**src/rtl/pong_pkg.sv**
```systemverilog
// Shared Pong definitions: FSM state encoding for the HUD, winner codes and
// the default match constants used by the match controller, ball datapath
// and HUD.
package pong_pkg;

   typedef enum logic [2:0] {
      ST_IDLE      = 3'd0,
      ST_SERVE     = 3'd1,
      ST_RALLY     = 3'd2,
      ST_POINT     = 3'd3,
      ST_GAME_OVER = 3'd4,
      ST_PAUSED    = 3'd5
   } pong_state_e;

   typedef enum logic [1:0] {
      WINNER_NONE = 2'b00,
      WINNER_P1   = 2'b01,
      WINNER_P2   = 2'b10
   } pong_winner_e;

   localparam int unsigned PONG_WIN_SCORE = 5;
   localparam int unsigned PONG_SPEED_MIN = 2;
   localparam int unsigned PONG_SPEED_MAX = 5;

   localparam int unsigned SCORE_W = 4;
   localparam int unsigned SPEED_W = 3;
   localparam int unsigned FRAME_W = 7;

endpackage

```
**src/rtl/pong_match_ctrl_if.sv**
```systemverilog
// Match controller bus: frame strobe, buttons and point pulses into the
// controller; motion enable, re-centre pulse, scores and HUD status out.
//   master : the surrounding system (drives strobes/buttons, reads status)
//   slave  : pong_match_ctrl
interface pong_match_ctrl_if;
   import pong_pkg::*;

   logic               refresh_tick;
   logic               start_btn;
   logic               pause_btn;
   logic               point_p1;
   logic               point_p2;
   logic               game_active;
   logic               ball_recentre;
   logic               serve_dir;
   logic [SPEED_W-1:0] speed_level;
   logic [SCORE_W-1:0] score_p1;
   logic [SCORE_W-1:0] score_p2;
   logic [FRAME_W-1:0] countdown;
   logic [1:0]         winner;
   logic [2:0]         state_o;

   modport master (
      output refresh_tick, start_btn, pause_btn, point_p1, point_p2,
      input  game_active, ball_recentre, serve_dir, speed_level,
             score_p1, score_p2, countdown, winner, state_o
   );

   modport slave (
      input  refresh_tick, start_btn, pause_btn, point_p1, point_p2,
      output game_active, ball_recentre, serve_dir, speed_level,
             score_p1, score_p2, countdown, winner, state_o
   );

endinterface

```
**src/rtl/pong_frame_timer.sv**
```systemverilog
// Loadable frame down-counter, shared by serve countdown and point freeze.
// Ports:
//   clk, reset    : clock, asynchronous active-high reset
//   load_i        : load load_val_i (has priority over tick_i)
//   load_val_i    : value to load
//   tick_i        : advance one frame (already gated by the caller)
//   value_o       : frames remaining
//   expire_o      : tick arriving while value is 1 or 0, so a zero-length
//                   load still lasts exactly one tick
module pong_frame_timer #(
   parameter int unsigned WIDTH = 7
) (
   input  logic             clk,
   input  logic             reset,
   input  logic             load_i,
   input  logic [WIDTH-1:0] load_val_i,
   input  logic             tick_i,
   output logic [WIDTH-1:0] value_o,
   output logic             expire_o
);

   logic [WIDTH-1:0] value_q, value_d;

   always_ff @(posedge clk or posedge reset) begin
      if (reset) value_q <= '0;
      else       value_q <= value_d;
   end

   always_comb begin
      value_d = value_q;
      if (load_i)
         value_d = load_val_i;
      else if (tick_i && (value_q != '0))
         value_d = value_q - 1'b1;
   end

   assign value_o  = value_q;
   assign expire_o = tick_i && (value_q[WIDTH-1:1] == '0);

endmodule

```
**src/rtl/pong_match_ctrl.sv**
```systemverilog
// Pong match sequencer: owns the match FSM, scores, serve direction and
// ball speed level; gates ball motion and requests ball re-centring.
// Ports:
//   clk, reset : clock, asynchronous active-high reset
//   bus        : pong_match_ctrl_if.slave (strobes/buttons in, status out)
// Build option: define PONG_PAUSE_EN to enable the pause_btn / PAUSED state;
// otherwise pause_btn is ignored.
module pong_match_ctrl
   import pong_pkg::*;
#(
   parameter int unsigned WIN_SCORE    = PONG_WIN_SCORE,
   parameter int unsigned SERVE_FRAMES = 60,
   parameter int unsigned POINT_FRAMES = 30,
   parameter int unsigned RAMP_FRAMES  = 600,
   parameter int unsigned SPEED_MIN    = PONG_SPEED_MIN,
   parameter int unsigned SPEED_MAX    = PONG_SPEED_MAX
) (
   input  logic              clk,
   input  logic              reset,
   pong_match_ctrl_if.slave  bus
);

   localparam logic [SCORE_W-1:0] WIN_S  = SCORE_W'(WIN_SCORE);
   localparam logic [SPEED_W-1:0] SPD_LO = SPEED_W'(SPEED_MIN);
   localparam logic [SPEED_W-1:0] SPD_HI = SPEED_W'(SPEED_MAX);

   pong_state_e        state_q, state_d;
   pong_winner_e       winner_q, winner_d;
   logic [SCORE_W-1:0] score_p1_q, score_p1_d;
   logic [SCORE_W-1:0] score_p2_q, score_p2_d;
   logic [SPEED_W-1:0] speed_q, speed_d;
   logic [15:0]        ramp_q, ramp_d;
   logic               dir_q, dir_d;
   logic               recentre_q, recentre_d;
   logic               start_prev_q;
   logic               start_rise;
   logic               pause_rise;

   logic               tmr_load;
   logic [FRAME_W-1:0] tmr_val;
   logic               tmr_tick;
   logic [FRAME_W-1:0] tmr_value;
   logic               tmr_expire;

   assign start_rise = bus.start_btn && !start_prev_q;

`ifdef PONG_PAUSE_EN
   pong_state_e ret_q, ret_d;
   logic        pause_prev_q;

   assign pause_rise = bus.pause_btn && !pause_prev_q;

   always_ff @(posedge clk or posedge reset) begin
      if (reset) begin
         ret_q        <= ST_IDLE;
         pause_prev_q <= 1'b0;
      end else begin
         ret_q        <= ret_d;
         pause_prev_q <= bus.pause_btn;
      end
   end
`else
   assign pause_rise = 1'b0;
`endif

   // A pause edge in SERVE wins over a simultaneous frame tick so the
   // countdown is frozen at the value seen when pause was pressed.
   assign tmr_tick = bus.refresh_tick &&
                     (((state_q == ST_SERVE) && !pause_rise) ||
                      (state_q == ST_POINT));

   pong_frame_timer #(.WIDTH(FRAME_W)) u_timer (
      .clk        (clk),
      .reset      (reset),
      .load_i     (tmr_load),
      .load_val_i (tmr_val),
      .tick_i     (tmr_tick),
      .value_o    (tmr_value),
      .expire_o   (tmr_expire)
   );

   always_ff @(posedge clk or posedge reset) begin
      if (reset) begin
         state_q      <= ST_IDLE;
         winner_q     <= WINNER_NONE;
         score_p1_q   <= '0;
         score_p2_q   <= '0;
         speed_q      <= SPD_LO;
         ramp_q       <= '0;
         dir_q        <= 1'b0;
         recentre_q   <= 1'b0;
         start_prev_q <= 1'b0;
      end else begin
         state_q      <= state_d;
         winner_q     <= winner_d;
         score_p1_q   <= score_p1_d;
         score_p2_q   <= score_p2_d;
         speed_q      <= speed_d;
         ramp_q       <= ramp_d;
         dir_q        <= dir_d;
         recentre_q   <= recentre_d;
         start_prev_q <= bus.start_btn;
      end
   end

   always_comb begin
      state_d    = state_q;
      winner_d   = winner_q;
      score_p1_d = score_p1_q;
      score_p2_d = score_p2_q;
      speed_d    = speed_q;
      ramp_d     = ramp_q;
      dir_d      = dir_q;
      recentre_d = 1'b0;
      tmr_load   = 1'b0;
      tmr_val    = '0;
`ifdef PONG_PAUSE_EN
      ret_d      = ret_q;
`endif

      case (state_q)
         ST_IDLE, ST_GAME_OVER: begin
            if (start_rise) begin
               state_d    = ST_SERVE;
               recentre_d = 1'b1;
               score_p1_d = '0;
               score_p2_d = '0;
               winner_d   = WINNER_NONE;
               speed_d    = SPD_LO;
               tmr_load   = 1'b1;
               tmr_val    = FRAME_W'(SERVE_FRAMES);
            end
         end

         ST_SERVE: begin
            if (pause_rise) begin
`ifdef PONG_PAUSE_EN
               state_d = ST_PAUSED;
               ret_d   = ST_SERVE;
`endif
            end else if (tmr_expire) begin
               state_d = ST_RALLY;
               ramp_d  = '0;
            end
         end

         ST_RALLY: begin
            if (pause_rise) begin
`ifdef PONG_PAUSE_EN
               state_d = ST_PAUSED;
               ret_d   = ST_RALLY;
`endif
            end else if (bus.point_p1) begin
               score_p1_d = score_p1_q + 1'b1;
               dir_d      = 1'b1;
               state_d    = ST_POINT;
               tmr_load   = 1'b1;
               tmr_val    = FRAME_W'(POINT_FRAMES);
            end else if (bus.point_p2) begin
               score_p2_d = score_p2_q + 1'b1;
               dir_d      = 1'b0;
               state_d    = ST_POINT;
               tmr_load   = 1'b1;
               tmr_val    = FRAME_W'(POINT_FRAMES);
            end else if (bus.refresh_tick) begin
               if ((32'(ramp_q) + 32'd1) >= RAMP_FRAMES) begin
                  ramp_d = '0;
                  if (speed_q < SPD_HI)
                     speed_d = speed_q + 1'b1;
               end else begin
                  ramp_d = ramp_q + 1'b1;
               end
            end
         end

         ST_POINT: begin
            if (tmr_expire) begin
               if (score_p1_q >= WIN_S) begin
                  state_d  = ST_GAME_OVER;
                  winner_d = WINNER_P1;
               end else if (score_p2_q >= WIN_S) begin
                  state_d  = ST_GAME_OVER;
                  winner_d = WINNER_P2;
               end else begin
                  state_d    = ST_SERVE;
                  recentre_d = 1'b1;
                  speed_d    = SPD_LO;
                  tmr_load   = 1'b1;
                  tmr_val    = FRAME_W'(SERVE_FRAMES);
               end
            end
         end

`ifdef PONG_PAUSE_EN
         ST_PAUSED: begin
            if (pause_rise)
               state_d = ret_q;
         end
`endif

         default: state_d = ST_IDLE;
      endcase
   end

   assign bus.game_active   = (state_q == ST_RALLY);
   assign bus.ball_recentre = recentre_q;
   assign bus.serve_dir     = dir_q;
   assign bus.speed_level   = speed_q;
   assign bus.score_p1      = score_p1_q;
   assign bus.score_p2      = score_p2_q;
   assign bus.winner        = winner_q;
   assign bus.state_o       = state_q;
`ifdef PONG_PAUSE_EN
   // A paused serve keeps showing its frozen countdown.
   assign bus.countdown = ((state_q == ST_SERVE) ||
                           ((state_q == ST_PAUSED) && (ret_q == ST_SERVE)))
                          ? tmr_value : '0;
`else
   assign bus.countdown = (state_q == ST_SERVE) ? tmr_value : '0;
`endif

endmodule
```
**src/flat_wrapper.sv**
```systemverilog
// flat-port wrapper written by rule: the top's interface ports become plain ports
module pong_match_ctrl_flat import pong_pkg::*;
#(
   parameter int unsigned WIN_SCORE    = PONG_WIN_SCORE,
   parameter int unsigned SERVE_FRAMES = 60,
   parameter int unsigned POINT_FRAMES = 30,
   parameter int unsigned RAMP_FRAMES  = 600,
   parameter int unsigned SPEED_MIN    = PONG_SPEED_MIN,
   parameter int unsigned SPEED_MAX    = PONG_SPEED_MAX
)
  (clk, reset, bus_refresh_tick, bus_start_btn, bus_pause_btn, bus_point_p1, bus_point_p2, bus_game_active, bus_ball_recentre, bus_serve_dir, bus_speed_level, bus_score_p1, bus_score_p2, bus_countdown, bus_winner, bus_state_o);
  pong_match_ctrl_if bus_i ();
  input  logic clk;
  input  logic reset;
  input wire logic [$bits(bus_i.refresh_tick)-1:0] bus_refresh_tick;
  input wire logic [$bits(bus_i.start_btn)-1:0] bus_start_btn;
  input wire logic [$bits(bus_i.pause_btn)-1:0] bus_pause_btn;
  input wire logic [$bits(bus_i.point_p1)-1:0] bus_point_p1;
  input wire logic [$bits(bus_i.point_p2)-1:0] bus_point_p2;
  output wire logic [$bits(bus_i.game_active)-1:0] bus_game_active;
  output wire logic [$bits(bus_i.ball_recentre)-1:0] bus_ball_recentre;
  output wire logic [$bits(bus_i.serve_dir)-1:0] bus_serve_dir;
  output wire logic [$bits(bus_i.speed_level)-1:0] bus_speed_level;
  output wire logic [$bits(bus_i.score_p1)-1:0] bus_score_p1;
  output wire logic [$bits(bus_i.score_p2)-1:0] bus_score_p2;
  output wire logic [$bits(bus_i.countdown)-1:0] bus_countdown;
  output wire logic [$bits(bus_i.winner)-1:0] bus_winner;
  output wire logic [$bits(bus_i.state_o)-1:0] bus_state_o;
  assign bus_i.refresh_tick = bus_refresh_tick;
  assign bus_i.start_btn = bus_start_btn;
  assign bus_i.pause_btn = bus_pause_btn;
  assign bus_i.point_p1 = bus_point_p1;
  assign bus_i.point_p2 = bus_point_p2;
  assign bus_game_active = bus_i.game_active;
  assign bus_ball_recentre = bus_i.ball_recentre;
  assign bus_serve_dir = bus_i.serve_dir;
  assign bus_speed_level = bus_i.speed_level;
  assign bus_score_p1 = bus_i.score_p1;
  assign bus_score_p2 = bus_i.score_p2;
  assign bus_countdown = bus_i.countdown;
  assign bus_winner = bus_i.winner;
  assign bus_state_o = bus_i.state_o;
  pong_match_ctrl #(.WIN_SCORE(WIN_SCORE), .SERVE_FRAMES(SERVE_FRAMES), .POINT_FRAMES(POINT_FRAMES), .RAMP_FRAMES(RAMP_FRAMES), .SPEED_MIN(SPEED_MIN), .SPEED_MAX(SPEED_MAX)) u_core (.clk(clk), .reset(reset), .bus(bus_i));
endmodule
```
**config.mk**
```make
export PLATFORM = sky130hd
export DESIGN_NAME = pong_match_ctrl_flat
export DESIGN_NICKNAME = d
export VERILOG_FILES = /design/src/rtl/pong_pkg.sv /design/src/rtl/pong_match_ctrl_if.sv /design/src/rtl/pong_frame_timer.sv /design/src/rtl/pong_match_ctrl.sv /design/src/flat_wrapper.sv
export SDC_FILE = /design/constraint.sdc
export NUM_CORES = 1
export LEC_CHECK = 0
export BUFFER_PORTS_ARGS = -buffer_cell sky130_fd_sc_hd__buf_4
export CORE_MARGIN = 4
export CORE_UTILIZATION = 45
export CTS_BUF_LIST = sky130_fd_sc_hd__clkbuf_16
export DETAILED_ROUTE_END_ITERATION = 16
export GPL_ROUTABILITY_DRIVEN = 0
export GPL_TIMING_DRIVEN = 0
export PLACE_DENSITY = 0.7
export SLEW_MARGIN = 20
export SYNTH_ARGS = -nofsm -noshare
export SYNTH_HDL_FRONTEND = slang
export SYNTH_SLANG_ARGS = --single-unit
```
**constraint.sdc**
```tcl
create_clock -name clk -period 8.3 [get_ports clk]
set_clock_uncertainty 0.05 [all_clocks]
set_input_delay 0.83 -clock clk [delete_from_list [all_inputs] [get_ports clk]]
set_output_delay 0.83 -clock clk [all_outputs]
set_load 0.05 [all_outputs]
```
==> flow_results.xml <==
<?xml version="1.0" encoding="UTF-8"?>
<metrics>
  <group name="synth">
    <metric name="synth_edf_count" unit="">0</metric>
    <metric name="synth.top_cells.by_count" unit="">dfrtp_1 (41), nor2_1 (32), nand2_1 (23), o21ai_0 (20)</metric>
    <metric name="synth_flop_cell" unit="">dfrtp_1</metric>
    <metric name="synth_xor_area_frac" unit="">0.04206</metric>
    <metric name="synth_top_area_share" unit="">0.4106</metric>
    <metric name="synth_compound_area_frac" unit="">0.1547</metric>
    <metric name="muxShareOfSynthArea" unit="">0.02203</metric>
    <metric name="post_synth_instance_area" unit="sq um">2499</metric>
    <metric name="synthSimpleGateAreaFrac" unit="">0.2659</metric>
    <metric name="synth_top_family_by_area" unit="">simple AND/OR/NAND/NOR gates</metric>
    <metric name="synth-adder-area-share" unit="">0.05008</metric>
    <metric name="yosys_warnings" unit="">0</metric>
    <metric name="synthesis.instances" unit="">282</metric>
    <metric name="postSynthAreaPerCell" unit="sq um">8.860</metric>
    <metric name="synth_top_cell_by_area" unit="">dfrtp_1</metric>
    <metric name="seq_area_frac_synth" unit="">0.4211</metric>
    <metric name="synth_cell_type_count" unit="">48</metric>
    <metric name="yosysMostFrequentCell" unit="">dfrtp_1</metric>
    <metric name="postSynth.asyncResetShare" unit="">1.000</metric>
    <metric name="postSynthNetCount" unit="">299</metric>
    <metric name="synth_area_leaders" unit="">dfrtp_1 (41%), ha_1 (5.0%), nor2_1 (4.8%), o21ai_0 (4.0%), nand2_1 (3.5%)</metric>
    <metric name="ys_seq_elements" unit="">42</metric>
  </group>
  <group name="clock_tree">
    <metric name="cts.htree.levels" unit="">2</metric>
    <metric name="ctsLongestPathBuffers" unit="">2</metric>
    <metric name="numCtsBuffers" unit="">5</metric>
    <metric name="number_of_sinks_on_the_clock_net" unit="">42</metric>
    <metric name="cts_hold_repair.buffers" unit="">0</metric>
    <metric name="cts.reportedPaths.clkPinSlew" unit="ps">60</metric>
    <metric name="clock_insertion_delay_at_the_later_pin_of_the_skew_report" unit="ps">280</metric>
    <metric name="cts_root_buffer" unit="">clkbuf_16</metric>
    <metric name="cts_resized" unit="">0</metric>
    <metric name="cts_setup_buffers" unit="">0</metric>
    <metric name="cts_tree" unit="">yes</metric>
  </group>
  <group name="power">
    <metric name="comb_power_share" unit="">0.364</metric>
    <metric name="p_per_area" unit="nW/um^2">244.2</metric>
    <metric name="vdd_drop_max" unit="mV">0.1828</metric>
    <metric name="part_of_the_power_in_registers" unit="">0.335</metric>
    <metric name="p_int" unit="mW">0.4500</metric>
    <metric name="power.leakage" unit="nW">1.319</metric>
    <metric name="power.share.switching" unit="">0.3868</metric>
    <metric name="power.share.clock" unit="">0.300</metric>
    <metric name="power_switching" unit="mW">0.2838</metric>
  </group>
  <group name="global_route">
    <metric name="first_pass_grt_wire_length" unit="um">9625</metric>
    <metric name="grt_start_max_net_pins" unit="">29</metric>
    <metric name="groute.usage.overall" unit="">0.1826</metric>
    <metric name="globalRouteOverflowTotal" unit="">0</metric>
    <metric name="antenna_found_initial" unit="">0</metric>
    <metric name="grt_pass1_vias" unit="">2055</metric>
  </group>
  <group name="critical_path">
    <metric name="worstPathRequired" unit="ps">8420</metric>
    <metric name="worstSetupStartpointType" unit="">flip-flop</metric>
    <metric name="critical_path_peak_fanout" unit="">10</metric>
    <metric name="worst_setup_path_end_kind" unit="">flip-flop</metric>
    <metric name="setup.worst_path.class" unit="">reg -&gt; reg</metric>
    <metric name="regToRegSetupSlack" unit="ps">5280</metric>
    <metric name="rr_worst_depth" unit="">9</metric>
    <metric name="launch_point_of_the_worst_reg_to_reg_path" unit="">u_core.ramp_q[0]</metric>
    <metric name="cp.arrival" unit="ps">3130</metric>
    <metric name="worst_r2r_endpoint" unit="">u_core.ramp_q[4]</metric>
  </group>
  <group name="sta">
    <metric name="slew_violations" unit="">0</metric>
    <metric name="fin_tns_setup" unit="ps">0</metric>
    <metric name="rsz0062_at_grt" unit="">no</metric>
    <metric name="maxSlewHeadroom" unit="">0.5254</metric>
    <metric name="finalSetupViolCount" unit="">0</metric>
    <metric name="layout_setup_ws" unit="ps">5283</metric>
    <metric name="fmaxAchievable" unit="MHz">331.4</metric>
    <metric name="final_min_period_over_clock_period" unit="">0.3635</metric>
    <metric name="finalHoldWorstSlack" unit="ps">468.1</metric>
    <metric name="finalCriticalPeriod" unit="ps">3017</metric>
    <metric name="tightest_pin_transition" unit="ps">706.4</metric>
    <metric name="finalHoldViolCount" unit="">0</metric>
  </group>
  <group name="floorplan">
    <metric name="top_level_ports" unit="">33</metric>
    <metric name="dieWidth" unit="um">82.52</metric>
    <metric name="placementRows" unit="">26</metric>
    <metric name="dieHeight" unit="um">82.52</metric>
    <metric name="floorplan.initialDensity" unit="">0.4771</metric>
    <metric name="die-area" unit="sq um">6809</metric>
    <metric name="core_region_area" unit="sq um">5238</metric>
  </group>
  <group name="placement">
    <metric name="placedInstanceArea" unit="sq um">2839</metric>
    <metric name="placement.io_buffers" unit="">31</metric>
    <metric name="dpl.hpwl" unit="um">4139</metric>
    <metric name="dp_slack" unit="ps">5342</metric>
  </group>
  <group name="layout">
    <metric name="filler_cell_count" unit="">472</metric>
    <metric name="post-route-util" unit="">0.5738</metric>
    <metric name="post_route_cells_drive_above_1_share" unit="">0.1832</metric>
    <metric name="design.final.nets" unit="">338</metric>
    <metric name="syn2layout_area_growth" unit="%">20.28</metric>
    <metric name="antenna-diode-count" unit="">0</metric>
    <metric name="stdcell_area" unit="sq um">3005</metric>
  </group>
  <group name="worst_hold_path">
    <metric name="hp-class" unit="">in -&gt; async</metric>
  </group>
  <group name="run_status">
    <metric name="status" unit="">completed</metric>
  </group>
  <group name="drt">
    <metric name="first_iter_violations" unit="">136</metric>
    <metric name="route.detailed.wl_per_inst" unit="um">14.63</metric>
    <metric name="routed-via-count" unit="">2173</metric>
    <metric name="route.detailed.vias_per_inst" unit="">5.543</metric>
    <metric name="drt_pre_antenna_iters" unit="">4</metric>
    <metric name="drc_errors" unit="">0</metric>
    <metric name="postRouteAntennaNets" unit="">0</metric>
    <metric name="wirelength" unit="um">5734</metric>
  </group>
  <group name="job">
    <metric name="max_cap_violations" unit="">0</metric>
  </group>
</metrics>
layout make-up:
class,count,area [sq um],area share
Multi-Input combinational cell,214,1336,0.4446
Buffer,10,50.05,0.01665
Tap cell,70,87.58,0.02914
Inverter,16,60.06,0.01998
Timing Repair Buffer,32,252.7,0.08410
Clock buffer,5,125.1,0.04163
Sequential cell,42,1052,0.3501
Clock inverter,3,41.29,0.01374
sequential cells by signal, summed over array words and instances (netlist names), 2 cells and up:
name and cells:
u_core.bus.state_o 3, u_core.bus.score_p1 4, u_core.bus.winner 2, u_core.u_timer.value_o 7, u_core.bus.speed_level 3, u_core.bus.score_p2 4
u_core.ramp_q 16
critical path: stages, from the launching register on:
cell and delay (ps):
dfrtp_1 460, ha_1 300, nand3_1 230, nor4_1 470, mux2_2 380, a21oi_1 230
a211o_1 230, buf_2 260, nor2_1 80, a22o_1 210
cell families after synthesis:
family	after synthesis
simple gates	127
compound gates	60
flops	42
buf+inv	26
xor+xnor	12
fa+ha+maj	10
mux	5
worst max path at each step:
stage | start | to | slack, ps | depth (start not counted)
floorplan | u_core.bus.state_o[0] | bus_countdown[0] | 5000 | 2
global placement | u_core.ramp_q[0] | u_core.ramp_q[5] | 5400 | 8
detailed placement | u_core.ramp_q[0] | u_core.ramp_q[5] | 5340 | 8
CTS | u_core.ramp_q[0] | u_core.ramp_q[5] | 5330 | 8
global route | u_core.ramp_q[0] | u_core.ramp_q[5] | 5090 | 8
finish | u_core.ramp_q[0] | u_core.ramp_q[4] | 5280 | 9
stage by stage:
stage	total power [mW]	cells
final	0.7338	392
after detailed placement	0.5165	384
after CTS	0.7396	392
after floorplan	0.4407	282
after global placement	0.5126	383
after global routing	0.7761	392
layer usage:
| layer | wire [um] | up-vias | part of all wire | GRT usage |
|---|---|---|---|---|
| met3 | 284 | 10 | 0.050 | 0.04121 |
| met2 | 2616 | 54 | 0.46 | 0.2780 |
| met4 | 62 | 0 | 0.011 | 0.04739 |
| met5 | 0 | - | 0 | 0 |
| met1 | 2770 | 1041 | 0.48 | 0.2618 |
| li1 | - | 1068 | - | - |
power by group through the flow:
stage | combinational (mW) | sequential (mW) | clock [mW]
final | 0.267 | 0.246 | 0.220
after CTS | 0.269 | 0.246 | 0.225
after global placement | 0.263 | 0.249 | 0
after global routing | 0.293 | 0.249 | 0.234
after floorplan | 0.173 | 0.268 | 0
after detailed placement | 0.267 | 0.249 | 0
layout by cell type (no fill, tap or decap), types with 4 or more instances in the layout:
cell type   n
a21o_1      4
a21oi_1    15
and2_1     11
buf_2       4
buf_4      31
clkbuf_1    5
clkbuf_16   5
dfrtp_1    41
ha_1       10
inv_1      15
mux2_2      4
nand2_1    23
nand2b_1    4
nand3_1    12
nand4_1     6
nor2_1     32
nor3_1      9
nor4_1      4
o21ai_0    20
or2_2       4
or3_1       7
xnor2_1     7
xor2_1      5
Power figures use the tool's default switching activity.
